<file path="src/rtl/pmem_line_responder_if.sv">
// Cache-side pmem line interface: request/response handshake between the
// cache controller (master) and the memory responder (slave).
interface pmem_line_responder_if #(
   parameter int ADDR_W = 16
) ();
   logic              pmem_read;
   logic              pmem_write;
   logic [ADDR_W-1:0] pmem_address;
   logic [127:0]      pmem_wdata;
   logic [127:0]      pmem_rdata;
   logic              pmem_resp;

   modport master (
      output pmem_read,
      output pmem_write,
      output pmem_address,
      output pmem_wdata,
      input  pmem_rdata,
      input  pmem_resp
   );

   modport slave (
      input  pmem_read,
      input  pmem_write,
      input  pmem_address,
      input  pmem_wdata,
      output pmem_rdata,
      output pmem_resp
   );
endinterface

</file>
<file path="src/rtl/pmem_line_responder.sv">
// Main-memory model below the cache: serves 128-bit line reads/writes from a
// 16-bit synchronous SRAM as an 8-word burst after a fixed access latency.
// Request fields are latched in IDLE, so a request that is dropped or altered
// mid-transaction still completes with the original address/data.
module pmem_line_responder #(
   parameter int LATENCY = 4,
   parameter int ADDR_W  = 16
) (
   input  logic                   clk,
   input  logic                   reset_n,
   pmem_line_responder_if.slave   pmem,
   output logic [ADDR_W-1:0]      mem_addr,
   output logic [15:0]            mem_wdata,
   output logic                   mem_we,
   output logic                   mem_re,
   input  logic [15:0]            mem_rdata,
   output logic                   busy,
   output logic                   proto_err
);

   localparam int WAIT_W = (LATENCY > 1) ? $clog2(LATENCY) : 1;
   localparam logic [WAIT_W-1:0] WAIT_LOAD = WAIT_W'(LATENCY - 1);

   typedef enum logic [2:0] {
      ST_IDLE    = 3'd0,
      ST_WAIT    = 3'd1,
      ST_BURST   = 3'd2,
      ST_DRAIN   = 3'd3,
      ST_RESP    = 3'd4,
      ST_RELEASE = 3'd5
   } state_t;

   state_t              state_r;
   logic [ADDR_W-1:0]   base_r;
   logic                op_write_r;
   logic [127:0]        wdata_r;
   logic [15:0]         line_r [0:7];
   logic [2:0]          word_r;
   logic [WAIT_W-1:0]   wait_r;
   logic [ADDR_W-1:0]   req_base_s;
   logic                one_req_s;

   // Byte address of word idx within the line starting at base.
   function automatic logic [ADDR_W-1:0] word_addr(input logic [ADDR_W-1:0] base,
                                                   input logic [2:0] idx);
      return {base[ADDR_W-1:4], idx, 1'b0};
   endfunction

   // Word idx (16 bits) of a 128-bit line.
   function automatic logic [15:0] word_sel(input logic [127:0] line,
                                            input logic [2:0] idx);
      return line[{idx, 4'd0} +: 16];
   endfunction

   assign req_base_s = {pmem.pmem_address[ADDR_W-1:4], 4'b0000};
   assign one_req_s  = pmem.pmem_read ^ pmem.pmem_write;

   // Transaction FSM with all outputs registered alongside the state.
   always_ff @(posedge clk or negedge reset_n) begin
      if (!reset_n) begin
         state_r         <= ST_IDLE;
         base_r          <= '0;
         op_write_r      <= 1'b0;
         wdata_r         <= 128'd0;
         word_r          <= 3'd0;
         wait_r          <= '0;
         for (int i = 0; i < 8; i++) line_r[i] <= 16'd0;
         pmem.pmem_rdata <= 128'd0;
         pmem.pmem_resp  <= 1'b0;
         mem_addr        <= '0;
         mem_wdata       <= 16'd0;
         mem_we          <= 1'b0;
         mem_re          <= 1'b0;
         busy            <= 1'b0;
         proto_err       <= 1'b0;
      end else begin
         case (state_r)
            ST_IDLE: begin
               pmem.pmem_resp <= 1'b0;
               mem_we         <= 1'b0;
               mem_re         <= 1'b0;
               if (one_req_s) begin
                  base_r     <= req_base_s;
                  op_write_r <= pmem.pmem_write;
                  wdata_r    <= pmem.pmem_wdata;
                  busy       <= 1'b1;
                  proto_err  <= 1'b0;
                  if (LATENCY == 0) begin
                     // No access latency: first burst word goes out next cycle.
                     state_r   <= ST_BURST;
                     word_r    <= 3'd0;
                     mem_addr  <= word_addr(req_base_s, 3'd0);
                     mem_wdata <= word_sel(pmem.pmem_wdata, 3'd0);
                     mem_we    <= pmem.pmem_write;
                     mem_re    <= ~pmem.pmem_write;
                  end else begin
                     state_r <= ST_WAIT;
                     wait_r  <= WAIT_LOAD;
                  end
               end else begin
                  busy      <= 1'b0;
                  proto_err <= pmem.pmem_read & pmem.pmem_write;
               end
            end
            ST_WAIT: begin
               if (wait_r == '0) begin
                  state_r   <= ST_BURST;
                  word_r    <= 3'd0;
                  mem_addr  <= word_addr(base_r, 3'd0);
                  mem_wdata <= word_sel(wdata_r, 3'd0);
                  mem_we    <= op_write_r;
                  mem_re    <= ~op_write_r;
               end else begin
                  wait_r <= wait_r - 1'b1;
               end
            end
            ST_BURST: begin
               // SRAM data lags the read strobe by one cycle.
               if (!op_write_r && (word_r != 3'd0)) begin
                  line_r[word_r - 3'd1] <= mem_rdata;
               end else begin
                  line_r[7] <= line_r[7];
               end
               if (word_r == 3'd7) begin
                  mem_we <= 1'b0;
                  mem_re <= 1'b0;
                  if (op_write_r) begin
                     state_r        <= ST_RESP;
                     pmem.pmem_resp <= 1'b1;
                  end else begin
                     state_r <= ST_DRAIN;
                  end
               end else begin
                  word_r    <= word_r + 3'd1;
                  mem_addr  <= word_addr(base_r, word_r + 3'd1);
                  mem_wdata <= word_sel(wdata_r, word_r + 3'd1);
               end
            end
            ST_DRAIN: begin
               // Last word arrives now; assemble the line straight into the output.
               pmem.pmem_rdata <= {mem_rdata, line_r[6], line_r[5], line_r[4],
                                   line_r[3], line_r[2], line_r[1], line_r[0]};
               pmem.pmem_resp  <= 1'b1;
               state_r         <= ST_RESP;
            end
            ST_RESP: begin
               pmem.pmem_resp <= 1'b0;
               state_r        <= ST_RELEASE;
            end
            ST_RELEASE: begin
               // A still-held request must not be taken as a new transaction.
               if (!pmem.pmem_read && !pmem.pmem_write) begin
                  state_r <= ST_IDLE;
                  busy    <= 1'b0;
               end else begin
                  state_r <= ST_RELEASE;
               end
            end
            default: begin
               state_r        <= ST_IDLE;
               pmem.pmem_resp <= 1'b0;
               mem_we         <= 1'b0;
               mem_re         <= 1'b0;
               busy           <= 1'b0;
               proto_err      <= 1'b0;
            end
         endcase
      end
   end

endmodule

</file>
<file path="src/flat_wrapper.sv">
// flat-port wrapper written by rule: the top's interface ports become plain ports
module pmem_line_responder_flat 
#(
   parameter int LATENCY = 4,
   parameter int ADDR_W  = 16
)
  (clk, reset_n, mem_addr, mem_wdata, mem_we, mem_re, mem_rdata, busy, proto_err, pmem_pmem_read, pmem_pmem_write, pmem_pmem_address, pmem_pmem_wdata, pmem_pmem_rdata, pmem_pmem_resp);
  pmem_line_responder_if #(.ADDR_W(ADDR_W)) pmem_i ();
  input  logic clk;
  input  logic reset_n;
  output logic [ADDR_W-1:0] mem_addr;
  output logic [15:0] mem_wdata;
  output logic mem_we;
  output logic mem_re;
  input  logic [15:0] mem_rdata;
  output logic busy;
  output logic proto_err;
  input wire logic [$bits(pmem_i.pmem_read)-1:0] pmem_pmem_read;
  input wire logic [$bits(pmem_i.pmem_write)-1:0] pmem_pmem_write;
  input wire logic [$bits(pmem_i.pmem_address)-1:0] pmem_pmem_address;
  input wire logic [$bits(pmem_i.pmem_wdata)-1:0] pmem_pmem_wdata;
  output wire logic [$bits(pmem_i.pmem_rdata)-1:0] pmem_pmem_rdata;
  output wire logic [$bits(pmem_i.pmem_resp)-1:0] pmem_pmem_resp;
  assign pmem_i.pmem_read = pmem_pmem_read;
  assign pmem_i.pmem_write = pmem_pmem_write;
  assign pmem_i.pmem_address = pmem_pmem_address;
  assign pmem_i.pmem_wdata = pmem_pmem_wdata;
  assign pmem_pmem_rdata = pmem_i.pmem_rdata;
  assign pmem_pmem_resp = pmem_i.pmem_resp;
  pmem_line_responder #(.LATENCY(LATENCY), .ADDR_W(ADDR_W)) u_core (.clk(clk), .reset_n(reset_n), .pmem(pmem_i), .mem_addr(mem_addr), .mem_wdata(mem_wdata), .mem_we(mem_we), .mem_re(mem_re), .mem_rdata(mem_rdata), .busy(busy), .proto_err(proto_err));
endmodule
</file>
<file path="config.mk">
export PLATFORM = sky130hd
export DESIGN_NAME = pmem_line_responder_flat
export DESIGN_NICKNAME = d
export VERILOG_FILES = /design/src/rtl/pmem_line_responder_if.sv /design/src/rtl/pmem_line_responder.sv /design/src/flat_wrapper.sv
export SDC_FILE = /design/constraint.sdc
export NUM_CORES = 1
export LEC_CHECK = 0
export BUFFER_PORTS_ARGS = -buffer_cell sky130_fd_sc_hd__clkbuf_2
export CAP_MARGIN = 40
export CORE_MARGIN = 2
export CORE_UTILIZATION = 50
export CTS_CLUSTER_DIAMETER = 80
export CTS_CLUSTER_SIZE = 14
export DETAILED_ROUTE_END_ITERATION = 7
export GPL_TIMING_DRIVEN = 0
export PLACE_DENSITY = 0.73
export SYNTH_ARGS = -nofsm -noshare
export SYNTH_HDL_FRONTEND = slang
export SYNTH_SLANG_ARGS = --single-unit
</file>
<file path="constraint.sdc">
create_clock -name clk -period 2.7 [get_ports clk]
set_clock_uncertainty 0.1 [all_clocks]
set_input_delay 0.405 -clock clk [delete_from_list [all_inputs] [get_ports clk]]
set_output_delay 0.405 -clock clk [all_outputs]
set_load 0.01 [all_outputs]
</file>
Word-level counts from Yosys, hierarchy flattened
Index checks and enable logic that the tools add are counted.
Word-level totals
  flip-flop bits (word level): 442
  input port bits: 164
  output and inout port bits: 165
Cells by class
  $add $sub $neg: 3
  $lt $le $gt $ge: 2
  equal/unequal tests: 13
  shift operators: 1
  multiplexer cells: 34
  bitwise logic cells: 7
  reductions and logical operators: 23
Operator list (count)
  128-bit bitwise mux: 1
  128-bit by 8-bit variable part select with 16-bit output: 1
  16-bit 2-to-1 mux: 5
  16-bit one-hot mux with 2 select lines: 2
  16-bit demux with 3-bit select: 1
  3-bit 2-to-1 mux: 7
  3-bit one-hot mux with 6 select lines: 1
  3-bit AND reduction: 5
  1-bit one-hot mux with 3 select lines: 4
  2-bit by 1-bit inequality test with 1-bit output (second input constant): 5
  3-bit == test (second input constant): 3
  1-bit 2-to-1 mux: 8
  3-bit by 2-bit == test with 1-bit output (second input constant): 2
  3-bit one-hot mux with 2 select lines: 1
  2-bit AND reduction: 3
  5-bit OR reduction: 1
  4-bit >= comparator (second input constant): 1
  4-bit by 1-bit less-than comparator with 1-bit output (second input constant): 1
  2-bit 2-to-1 mux: 2
  2-bit inequality test (second input constant): 2
  1-bit NOT: 4
  3-bit NOT with 4-bit output: 1
  2-bit one-hot mux with 2 select lines: 1
  2-bit nonzero test: 2
  15 further kinds: 19

Logic depth before layout (Yosys ltp)
  depth after elaboration: 7
  gate-level depth with buffers: 9

Worst setup path before layout
No wires, ideal clock.
  kind: reg-to-reg
  from: reg u_core.word_r[0]
  to: reg u_core.line_r[113] (netlist name)
  setup time: 0.125 ns
  data arrival time: 2.249 ns
  data required time: 2.475 ns
  slack: 0.227 ns
  cell stages (with the launch flop): 9
  period minus slack after synthesis: 2.473 ns
  cell sequence: dfrtp_1 -> buf_2 -> inv_1 -> ha_1 -> clkbuf_1 -> nand2_1 -> nor2_1 -> buf_4 -> mux2_2
Between the ends
  word-level cells in the longest chain between the ends: 7
  elaborated cells between the ends (all ways): 11
Ends and longest elaborated chain
  from (decl): RTL line pmem_line_responder.sv:38  | logic [2:0] word_r;
  from (signal assigned): RTL line pmem_line_responder.sv:134  | word_r <= word_r + 3'd1;
  3-bit by 1-bit subtractor with 3-bit output: RTL line pmem_line_responder.sv:120  | line_r[word_r - 3'd1] <= mem_rdata;
  3-bit NOT with 4-bit output (implied by the code): RTL line pmem_line_responder.sv:120
  4-bit >= comparator (implied by the code) / 4-bit by 1-bit less-than comparator with 1-bit output (equally long branches): RTL line pmem_line_responder.sv:120
  1-bit logical AND (implied by the code): RTL line pmem_line_responder.sv:120
  16-bit 2-to-1 mux (implied by the code): RTL line pmem_line_responder.sv:120
  16-bit demux with 3-bit select: RTL line pmem_line_responder.sv:120
  128-bit bitwise mux: RTL line pmem_line_responder.sv:120
  to (signal, indexed assignment): RTL line pmem_line_responder.sv:120
  to (decl): RTL line pmem_line_responder.sv:37  | logic [15:0] line_r [0:7];
Parallel ways exist; a longest one is shown, timed or not.
A chain may end at the register's enable or synchronous reset.

Worst setup path after layout
  from: reg u_core.state_r[1]
  to: reg u_core.pmem.pmem_rdata[101]
Between the ends
  word-level cells in the longest chain between the ends: 1
Ends and longest elaborated chain
  from (decl): RTL line pmem_line_responder.sv:33  | state_t state_r;
  from (signal assigned): RTL line pmem_line_responder.sv:61  | state_r <= ST_IDLE;
  from (signal assigned): RTL line pmem_line_responder.sv:90  | state_r <= ST_BURST;
  from (signal assigned): RTL line pmem_line_responder.sv:97  | state_r <= ST_WAIT;
  3-bit by 2-bit == test with 1-bit output: RTL line pmem_line_responder.sv:77  | case (state_r)
  to (signal assigned): RTL line pmem_line_responder.sv:141  | pmem.pmem_rdata <= {mem_rdata, line_r[6], line_r[5], line_r[4],
  to (decl): RTL line pmem_line_responder_if.sv:27  | output pmem_rdata,
Every way passes these cells.

==> results.sh <==
export IMPL_multiInputGateArea_sq_mm=0.00622
export IMPL_switchingPower_mw=7.14
export IMPL_yosys_area_top_type_share_pct=61.8
export IMPL_hp_class="input port to flop"
export IMPL_synth_cells=1082
export IMPL_wirelength_met1_mm=17.0
export IMPL_power_mw=22.4
export IMPL_die_area_sq_mm=0.0356
export IMPL_nFillCells=2606
export IMPL_sw_frac_of_total_pct=31.9
export IMPL_die_height_microns=189
export IMPL_start_util_pct=50.8
export IMPL_hpwlAfterDp_mm=29.7
export IMPL_die_w_microns=189
export IMPL_critPathMaxFanout=10
export IMPL_leakage_nw=9.96
export IMPL_clock_power_share_pct=21.2
export IMPL_slew_violations=0
export IMPL_numCtsBuffers=36
export IMPL_synth_area_sq_mm=0.0171
export IMPL_cp_required_ns=3.00
export IMPL_powerDensity_mw_per_mm2=1070
export IMPL_wl_met2_mm=20.6
export IMPL_r2r_setup_slack_ns=0.10
export IMPL_cts_buffer_depth=3
export IMPL_routed_via_density=5.41
export IMPL_fin_crit_sh_pct=96.1
export IMPL_startpoint_type="flop"
export IMPL_finalHoldViolations=0
export IMPL_cp_arrival_ns=2.90
export IMPL_setup_viol=0
export IMPL_drive_above_1_share_pct=56.6
export IMPL_vias=10507
export IMPL_drc_errors=0
export IMPL_totalWireLength_mm=41.4
export IMPL_top_layer="met4"
export IMPL_regToRegStartpoint="u_core.state_r[1]"
export IMPL_finalHoldWorstSlack_ns=0.00999
export IMPL_cts_tree="done"
export IMPL_fin_tns_setup_ns=0
export IMPL_fmax_mhz=385
export IMPL_cts_root_buf="clkbuf_16"
export IMPL_grt_antenna_before_repair=1
export IMPL_grt_ovfl_total=0
export IMPL_maxCapViolCount=0
export IMPL_min_path_cells=2
export IMPL_drt_iter0_markers=442
export IMPL_r2r_end="u_core.pmem.pmem_rdata[101]"
export IMPL_coreArea_sq_mm=0.0336
export IMPL_ant_nets=0
export IMPL_ir_drop_v=0.000729
export IMPL_min_period_ns=2.60
export IMPL_ys_seq_area_share_pct=61.8
export IMPL_worstMarginPinSlew_ns=0.831
export IMPL_ys_types=41
export IMPL_critPathLaunch="u_core.state_r[1]"
export IMPL_grt_pass1_wl_mm=64.8
export IMPL_clock_sinks=422
export IMPL_synth_warning_count=0
export IMPL_dr_pass1_iters=4
export IMPL_intPower_mw=15.3
export IMPL_ff_latch_area_sq_mm=0.0106
export IMPL_row_count=67
export IMPL_yosys_area_top_type="dfrtp_1"
export IMPL_rsz0062_at_grt="no"
export IMPL_syn_num_nets=1253
export IMPL_stdcell_count=1941
export IMPL_relSlewSlack_pct=44.6
export IMPL_setup_worst_path_class="flop to flop"
export IMPL_grt_use_total_pct=23.7
export IMPL_worstSetupEndpoint="u_core.pmem.pmem_rdata[101]"
export IMPL_rr_worst_depth=6
export IMPL_grt_max_degree=113
export IMPL_critPathCaptureType="flop"
export IMPL_syn_to_final_growth_pct=22.1
export IMPL_gp_congestion=0.839
export IMPL_ctsHtreeMaxLevel=2
export IMPL_nets=1658
export IMPL_io_buffers=323
export IMPL_route_met3_wl_mm=2.70
export IMPL_wire_per_inst_microns=21.3
export IMPL_status="finished clean"
export IMPL_comb_power_share_pct=34.6
export IMPL_io_pins=329
export IMPL_cts_clk_slew_worst_paths_ns=0.07
export IMPL_ys_ff_latch=422
export IMPL_pwr_share_seq_pct=44.2
export IMPL_clkLatencyLatePin_ns=0.53
export IMPL_dpl_cell_count=1857
export IMPL_avgSynthCellArea_sq_um=15.8
export IMPL_synthTopCellsByArea="dfrtp_1 (62%), mux2_2 (25%), mux4_2 (4.2%), mux2_4 (0.88%), o31ai_1 (0.75%)"
export IMPL_post_route_util_pct=62.0
export IMPL_grt_pass1_vias=11005
[metal layers]
metal,track usage (%),vias up
li1,-,4672
met1,30.5,5428
met4,6.58,0
met3,5.46,68
met2,40.3,339
met5,0,-
[worst min-delay path by stage]
| stage | startpoint | endpoint |
|---|---|---|
| 4_1_cts | pmem_pmem_wdata[41] | u_core.wdata_r[41] |
| 2_1_floorplan | reset_n | u_core.base_r[10] |
| 3_3_place_gp | u_core.wait_r[0] | u_core.wait_r[0] |
| 3_5_place_dp | reset_n | u_core.pmem.pmem_rdata[51] |
| 5_1_grt | pmem_pmem_wdata[68] | u_core.wdata_r[68] |
| 6_report | pmem_pmem_wdata[22] | u_core.wdata_r[22] |
[repair_timing]
action                                  4_1_cts  5_1_grt
buffers inserted                              0        1
endpoints found under the setup margin       95      107
cloned                                        0        0
resized for setup                            11       13
hold buffers                                 41        1
pin swaps                                     0        2
hold endpoints to repair                     71        1
[synth_stat cells, drive strengths merged]
cell type    n
a211oi      16
a21o         3
a21oi        6
a22o         1
a22oi        1
a2bb2oi      1
and2         1
buf         35
clkbuf      30
conb         1
dfrtp      422
ha           7
inv          9
mux2       394
mux4        32
nand2       27
nand2b       4
nand3        2
nand3b       1
nor2        33
nor2b       16
nor3         3
nor4         1
nor4b        2
o2111ai      1
o211ai       2
o21ai        7
o22a         1
o22ai        1
o31ai       17
or3          1
or3b         2
xnor2        1
xor2         1
[logic make-up after synthesis]
kind of cell	share of synthesized area [%]
AO/OA/AOI/OAI	2.34
multiplexers	30.4
flip-flops	61.8
adder cells (fa/ha/maj)	0.513
XOR/XNOR	0.103
AND/OR/NAND/NOR	2.79
buffers and inverters	1.96
other	0.0220
[through the flow]
stage | area, sq um | worst slack, ns
floorplan | 17100 | 0.227
global placement | 19300 | -8.12
detailed placement | 19400 | -0.514
CTS | 20800 | 0.0271
global route | 20900 | 0.00200
finish | 20900 | 0.104
[state kept, by name, summed over array words and instances (netlist names), 2 cells and up]
register	count
u_core.state_r	3
u_core.mem_wdata	16
u_core.pmem.pmem_rdata	128
u_core.base_r	12
u_core.word_r	2
u_core.line_r	112
u_core.wdata_r	128
u_core.mem_addr	13
u_core.wait_r	2
[final cells by class]
| cell class | count | area share [%] |
|---|---|---|
| Inverter | 9 | 0.162 |
| Timing Repair Buffer | 370 | 10.4 |
| Clock buffer | 38 | 4.40 |
| Multi-Input combinational cell | 586 | 29.8 |
| Antenna cell | 1 | 0.0120 |
| Sequential cell | 422 | 50.6 |
| Buffer | 62 | 1.49 |
| Clock inverter | 5 | 0.396 |
| Tap cell | 448 | 2.69 |
[power by group through the flow]
stage                     Clock [mW]  Combinational, mW  Sequential [mW]
after floorplan                    0               4.86             10.0
after global routing            5.13               8.36             10.2
after CTS                       4.89               7.82             9.90
after detailed placement           0               7.72             10.0
after global placement             0               7.49             9.91
final                           4.75               7.74             9.91
[cells in the final DEF, fill, tap and decap left out, types with 2 or more instances in the layout]
cell type	n
a211oi_1	16
a21o_1	3
a21oi_1	6
buf_1	4
buf_16	4
buf_2	21
buf_4	6
clkbuf_1	21
clkbuf_16	36
clkbuf_2	328
clkbuf_4	5
clkbuf_8	2
dfrtp_1	422
dlygate4sd3_1	42
ha_1	6
inv_1	9
mux2_2	384
mux2_4	10
mux4_2	32
nand2_1	27
nand2b_1	3
nor2_1	29
nor2_4	4
nor2b_1	16
nor3_1	3
o211ai_1	2
o21ai_0	7
o31ai_1	17
or3b_2	2
[worst max-delay path, cell delays in order (launching register included)]
cell,delay (ns)
dfrtp_1,0.46
inv_1,0.20
nor2_1,0.08
nand2_1,0.11
clkbuf_1,0.53
clkbuf_1,0.56
mux2_2,0.41
Note: power is estimated with default switching activity, not from simulation.
